### config.mk
export PLATFORM = sky130hd
export DESIGN_NAME = chorus_sequencer
export DESIGN_NICKNAME = d
export VERILOG_FILES = /design/src/rtl/chorus_sequencer.sv
export SDC_FILE = /design/constraint.sdc
export NUM_CORES = 1
export LEC_CHECK = 0
export CORE_MARGIN = 2
export CORE_UTILIZATION = 50
export CTS_BUF_LIST = sky130_fd_sc_hd__clkbuf_8 sky130_fd_sc_hd__clkbuf_16
export DETAILED_ROUTE_END_ITERATION = 16
export PLACE_DENSITY = 0.85
export SYNTH_ARGS = -nofsm -noshare
export SYNTH_HDL_FRONTEND = slang
export SYNTH_SLANG_ARGS = --single-unit
### constraint.sdc
create_clock -name clk_i -period 3 [get_ports clk_i]
set_input_delay 0.6 -clock clk_i [delete_from_list [all_inputs] [get_ports clk_i]]
set_output_delay 0.6 -clock clk_i [all_outputs]
set_load 0.03 [all_outputs]
### src/rtl/chorus_sequencer.sv
// chorus_sequencer: per-sample LFO -> delay buffer -> mixer -> TX-FIFO sequencer with a one-deep pending slot.
// Define CHORUS_SEQ_WDOG_EN to add a per-wait-state watchdog that aborts a stalled sequence.
module chorus_sequencer #(
  parameter int PKT_WIDTH      = 16,
  parameter int TIMEOUT_CYCLES = 120
) (
  input  logic                 clk_i,
  input  logic                 reset_i,
  input  logic [PKT_WIDTH-1:0] pktDry_i,
  input  logic                 pktDryChanged_i,
  input  logic [3:0]           freqSetting_i,
  input  logic [3:0]           scaleFactor_i,
  input  logic                 lfoValid_i,
  input  logic                 delayValid_i,
  input  logic                 mixValid_i,
  input  logic                 clrErr_i,
  output logic [PKT_WIDTH-1:0] pktDry_o,
  output logic [3:0]           freqSetting_o,
  output logic [3:0]           scaleFactor_o,
  output logic                 lfoStep_o,
  output logic                 delayWrite_o,
  output logic                 mixStart_o,
  output logic                 txWrite_o,
  output logic                 busy_o,
  output logic                 overrun_o,
  output logic                 timeout_o
);

  typedef enum logic [1:0] {
    IDLE     = 2'd0,
    LFO_WAIT = 2'd1,
    DLY_WAIT = 2'd2,
    MIX_WAIT = 2'd3
  } state_t;

  state_t               state, nextState;
  logic                 pendValid, pendValidNext;
  logic [PKT_WIDTH-1:0] pendPkt, pendPktNext;
  logic [PKT_WIDTH-1:0] pktNext;
  logic [3:0]           freqNext, scaleNext;
  logic                 lfoStepNext, delayWriteNext, mixStartNext, txWriteNext;
  logic                 overrunNext, timeoutNext, busyNext;
  logic                 seqEnd, startNow, startFromPend, abortNow;

`ifdef CHORUS_SEQ_WDOG_EN
  localparam int CntW = $clog2(TIMEOUT_CYCLES + 1);

  logic [CntW-1:0] waitCnt;
  logic            waitEntry;

  // Every wait-state entry coincides with exactly one request pulse
  assign waitEntry = lfoStepNext | delayWriteNext | mixStartNext;
  assign abortNow  = (state != IDLE) && (waitCnt == CntW'(TIMEOUT_CYCLES - 1));

  // Cycles spent in the current wait state
  always_ff @(posedge clk_i) begin
    if (reset_i) begin
      waitCnt <= '0;
    end else if (waitEntry) begin
      waitCnt <= '0;
    end else if (state != IDLE) begin
      waitCnt <= waitCnt + CntW'(1);
    end else begin
      waitCnt <= waitCnt;
    end
  end
`else
  assign abortNow = 1'b0;
`endif

  // Next-state, pending-slot and output decode
  always_comb begin
    nextState      = state;
    pendValidNext  = pendValid;
    pendPktNext    = pendPkt;
    pktNext        = pktDry_o;
    freqNext       = freqSetting_o;
    scaleNext      = scaleFactor_o;
    lfoStepNext    = 1'b0;
    delayWriteNext = 1'b0;
    mixStartNext   = 1'b0;
    txWriteNext    = 1'b0;
    overrunNext    = overrun_o & ~clrErr_i;
    timeoutNext    = timeout_o & ~clrErr_i;
    seqEnd         = 1'b0;
    startNow       = 1'b0;
    startFromPend  = 1'b0;

    case (state)
      IDLE: begin
        startNow      = pendValid | pktDryChanged_i;
        startFromPend = pendValid;
      end
      LFO_WAIT: begin
        if (lfoValid_i) begin
          delayWriteNext = 1'b1;
          nextState      = DLY_WAIT;
        end else if (abortNow) begin
          timeoutNext = 1'b1;
          seqEnd      = 1'b1;
          nextState   = IDLE;
        end else begin
          nextState = LFO_WAIT;
        end
      end
      DLY_WAIT: begin
        if (delayValid_i) begin
          mixStartNext = 1'b1;
          nextState    = MIX_WAIT;
        end else if (abortNow) begin
          timeoutNext = 1'b1;
          seqEnd      = 1'b1;
          nextState   = IDLE;
        end else begin
          nextState = DLY_WAIT;
        end
      end
      MIX_WAIT: begin
        if (mixValid_i) begin
          txWriteNext = 1'b1;
          seqEnd      = 1'b1;
          nextState   = IDLE;
        end else if (abortNow) begin
          timeoutNext = 1'b1;
          seqEnd      = 1'b1;
          nextState   = IDLE;
        end else begin
          nextState = MIX_WAIT;
        end
      end
      default: begin
        nextState = IDLE;
      end
    endcase

    // A finishing or aborted sequence hands straight over to the pending sample
    startNow      = startNow | (seqEnd & pendValid);
    startFromPend = startFromPend | (seqEnd & pendValid);

    if (startNow) begin
      pktNext       = startFromPend ? pendPkt : pktDry_i;
      freqNext      = freqSetting_i;
      scaleNext     = scaleFactor_i;
      lfoStepNext   = 1'b1;
      pendValidNext = 1'b0;
      nextState     = LFO_WAIT;
    end else begin
      lfoStepNext = 1'b0;
    end

    // Strobes not taken by an IDLE start use the slot; a slot full this cycle means drop
    if (pktDryChanged_i && ((state != IDLE) || pendValid)) begin
      if (pendValid) begin
        overrunNext = 1'b1;
      end else begin
        pendValidNext = 1'b1;
        pendPktNext   = pktDry_i;
      end
    end else begin
      pendPktNext = pendPktNext;
    end

    busyNext = (nextState != IDLE) | txWriteNext;
  end

  // State, pending slot and registered outputs
  always_ff @(posedge clk_i) begin
    if (reset_i) begin
      state         <= IDLE;
      pendValid     <= 1'b0;
      pendPkt       <= '0;
      pktDry_o      <= '0;
      freqSetting_o <= 4'd0;
      scaleFactor_o <= 4'd0;
      lfoStep_o     <= 1'b0;
      delayWrite_o  <= 1'b0;
      mixStart_o    <= 1'b0;
      txWrite_o     <= 1'b0;
      busy_o        <= 1'b0;
      overrun_o     <= 1'b0;
      timeout_o     <= 1'b0;
    end else begin
      state         <= nextState;
      pendValid     <= pendValidNext;
      pendPkt       <= pendPktNext;
      pktDry_o      <= pktNext;
      freqSetting_o <= freqNext;
      scaleFactor_o <= scaleNext;
      lfoStep_o     <= lfoStepNext;
      delayWrite_o  <= delayWriteNext;
      mixStart_o    <= mixStartNext;
      txWrite_o     <= txWriteNext;
      busy_o        <= busyNext;
      overrun_o     <= overrunNext;
      timeout_o     <= timeoutNext;
    end
  end

endmodule

# == Yosys cells after proc, flatten, opt, wreduce, memory -nomap -nowiden ==
# Index checks and enable logic that the tools add are counted.
# Widths: inputs -> output; s select.
# op_classes
eq_ne,3
mux,18
bitwise,11
n_reduce_logical,8
# op_table
op,n
$mux 16,1
$mux 1,13
$mux 2,3
$pmux 2 s3,1
$eq 2x2->1 const B,2
$not 1->1,4
$or 1x1->1,4
$reduce_bool 2->1,2
$reduce_or 2->1,2
$and 1x1->1,3
$eq 2x1->1 const B,1
$logic_not 2->1,1
$reduce_and 2->1,1
$logic_and 1x1->1,1
$logic_or 1x1->1,1
# totals
register_bits,50
in_bits,31
out_inout_bits,31
word_cells,53

# == Longest topological paths before layout ==
# depth
word_depth,7
depth_mapped,7
ltp_nobuf,4

# == Worst setup path before layout ==
# No wires, ideal clock.
# synth_path
path_type,input -> register
start,in mixValid_i
end,reg pktDry_o[10]
setup_ns,0.081
arrival_time_ns,1.426
t_required_ns,2.919
slack_ns,1.493
path_stages,5
n_path_buf,1
path_cell_list,and4_4 > a21oi_2 > buf_2 > nand2_1 > a211oi_2
# synth_via
elab_chain_cells,5
word_cells_on_any_way,6
classes_between,mux: 3; bitwise: 3
# synth_rtl
item,line_no,text
from (decl),15,"input logic mixValid_i,"
$mux 1 (*),119,if (mixValid_i) begin
$mux 1 (*),n/a,
$and 1x1->1 (*),"137, 138",
$or 1x1->1,138,startFromPend = startFromPend | (seqEnd & pendValid);
$mux 16,141,pktNext = startFromPend ? pendPkt : pktDry_i;
to (signal assigned),186,pktDry_o <= pktNext;
to (decl),17,"output logic [PKT_WIDTH-1:0] pktDry_o,"
# Mark *: on every way between the ends. The rest lies on a longest branch, timed or not.
# A chain may end at the register's enable or synchronous reset.

# == Final worst setup path ==
# layout_path
start,in mixValid_i
end,reg pktDry_o[4]
# The elaborated chain is that of the path after synthesis.

==> metrics.txt <==
cells along the critical path=clkdlybuf4s50_1, and4_4, a21oi_2, nand2_1, a211oi_2; CP Class=input pin to flip-flop; Final Util=0.685; synth warn=0; DR pass1 iterations=4; Fillers=between 300 and 400; num ports=62; worst flop-to-flop path endpoint=pktDry_o[4]; Pwr per Cell Area=around 580 mW/mm²; Yosys reg bits=50; number of global-route vias before repair=between 1500 and 2000; initial antenna violation count=0; total gr overflow=0; Pwr Total=approximately 1600 µW; Die Span Y=slightly below 70 µm; area delta synth->final=33.3%; worst hold margin=0.451 ns; status=finished clean; Slew Viols, Final=0; CTS tree=yes; Die Width=67.9 µm; Post-Synthesis Cell Area=0.00204 mm²; via count=about 1700; max_cap viols=0; GP Congestion=0.722; Reg area=approximately 0.001 mm²; Reg-to-Reg Start=state[0]; crit path buf inv count=1; synthesized area per cell=approximately 9.4 µm²; Port Buf Inserts=just over 60; # diodes=0; Static Leak=slightly above 0.001 µW; GRT Resource Usage Total=0.208; row cnt=23; Final min period=about 2 ns; DR iter-0 viols=94; nets=between 300 and 400; final hold vios=0; Slew headroom=0.358; worst skew pair latency=0.29 ns; drt drc=0; Syn Nets=between 200 and 250; multi-input logic area=around 930 µm²; min-delay src=scaleFactor_o[3]; clk_skew=0.00856 ns; root buf cell=clkbuf_8; Crit-path slowest cell=a21oi_2; register area share after synthesis=0.490; HP Class=flip-flop to flip-flop; Non-Filler Instances=between 300 and 400; die area=0.00461 mm²; CP arrival=roughly 2.2 ns; Peak VDD IR=0.423 mV; WL/cell=13.1 µm; Worst Reg-to-Reg Cells=4; clk sink count=50; fmax=just under 500 MHz; Final Setup Violations=0; Crit path required time=3.22 ns; Mapped Cells=roughly 220; Top Family by Delay on Critical Path=compound AO/OA/AOI/OAI gates; global-route wire length before repair=roughly 7100 µm; dpl cells=between 300 and 400; Sum Neg Setup Slack=0 ns; htree depth=2; layout cells sized above 1=0.143; setup bufs post-CTS=0; RSZ-0062 raised after global routing=false; Total Wirelength=roughly 4200 µm; clock slew at reported path FFs=0.09 ns; TritonCTS Buffers=5; Critical Path Source=mixValid_i; WP depth=5; crit-path max cell delay=between 0.5 and 0.6 ns; Max FO, Critical Path=16; CTS hold repair buffers=0; synth unique cells=26; Final ANT Viol Nets=0; end of the critical path=pktDry_o[4]; vias per inst=5.14; Worst Setup Start Kind=input pin; Final period util=0.673; Initial Utilization=0.514; CP endpoint kind=flip-flop; largest net degree at the start of global routing=51; cells resized by post-CTS repair=0; Detailed Place HPWL=2850 µm; CTS Buffer Depth=2; core box area=0.00397 mm²; Worst-Margin Slew=between 0.9 and 1 ns; Reg2Reg Setup Slack=1.25 ns
flip-flops by register name (all words and copies together), names as in the netlist:
signal,flops
busy_o,1
delayWrite_o,1
freqSetting_o,4
lfoStep_o,1
mixStart_o,1
overrun_o,1
pendPkt,16
pendValid,1
pktDry_o,16
scaleFactor_o,4
state,2
timeout_o,1
txWrite_o,1
power by group:
group          switching [µW]  internal (µW)
clock network             204            183
registers                37.9            723
logic                     239            187
total                     481           1090
cell usage in the layout, fill, tap and decap left out:
cell type / n
nand3_1: 1
a211oi_1: 5
clkbuf_8: 6
nor2_2: 2
mux2i_1: 17
dfxtp_1: 50
a21oi_2: 10
nor4_1: 1
clkinv_2: 1
nor3b_1: 1
nor3_1: 2
o31ai_4: 1
nand4_1: 1
a21o_4: 1
a211oi_2: 11
inv_1: 2
nand2b_1: 1
buf_2: 1
nor3b_2: 1
a21oi_1: 19
a41oi_1: 1
and4_4: 1
nor2_1: 35
nand2_1: 36
clkdlybuf4s50_1: 60
o31a_1: 1
buf_4: 4
cells in the mapped netlist:
cell	number	share of area
and4_4	1	0.0055
a211oi_2	11	0.067
nand4_1	1	0.0031
o31a_1	1	0.0043
dfxtp_1	50	0.49
nor3_1	2	0.0049
buf_6	4	0.022
o31ai_4	1	0.010
a21oi_2	10	0.043
a41oi_1	1	0.0043
nand3_1	1	0.0025
mux2i_1	17	0.083
clkbuf_1	5	0.0092
nor2_2	2	0.0061
buf_2	2	0.0049
nand2b_1	1	0.0031
a211oi_1	5	0.018
a21o_4	1	0.0074
nor3b_1	2	0.0074
inv_1	1	0.0018
buf_4	5	0.018
nand2_1	36	0.066
nor4_1	1	0.0031
nor2_1	35	0.064
buf_1	1	0.0018
a21oi_1	19	0.047
worst reg2reg max path: stages (launching register included):
cell and delay [ns]:
dfxtp_1 0.54, nor2_2 0.14, a21oi_2 0.61, nand2_1 0.18
a211oi_2 0.21
logic make-up (layout without fill, tap and decap cells):
kind of cell / count (synthesis) / count (layout) / share of synthesized area
DFF: 50 / 50 / 0.490
AOI/OAI and AO/OA: 49 / 49 / 0.202
buffers and inverters: 18 / 74 / 0.0582
and+or+nand+nor: 82 / 82 / 0.166
muxes: 17 / 17 / 0.0834
worst min path at each step:
stage	end	cells past startpoint	slack (ns)
2_1_floorplan	pendPkt[0]	2	0.46
3_3_place_gp	freqSetting_o[0]	2	0.44
3_5_place_dp	scaleFactor_o[3]	2	0.44
4_1_cts	scaleFactor_o[3]	2	0.45
5_1_grt	scaleFactor_o[3]	2	0.48
6_report	scaleFactor_o[3]	2	0.45
layout make-up:
type,instances,area share
timing repair buffer,65,0.234
sequential,50,0.368
tap,50,0.0230
inverter,1,0.00138
multi-input combinational,148,0.340
clock buffer,6,0.0304
clock inverter,2,0.00322
metal layers:
layer | up-vias | global-route usage | wire [µm]
li1 | 844 | - | -
met1 | 762 | 0.238 | 1830
met2 | 43 | 0.364 | 2080
met3 | 7 | 0.0526 | 229
met4 | 0 | 0.0975 | 77
met5 | - | 0 | 0
metrics by stage:
step | cell area (µm²) | setup slack [ns]
after floorplan | 2040 | 1.49
after global placement | 2630 | 0.730
after detailed placement | 2630 | 0.661
after CTS | 2720 | 0.967
after global routing | 2720 | 0.834
final | 2720 | 0.980
Power figures use the tool's default switching activity.
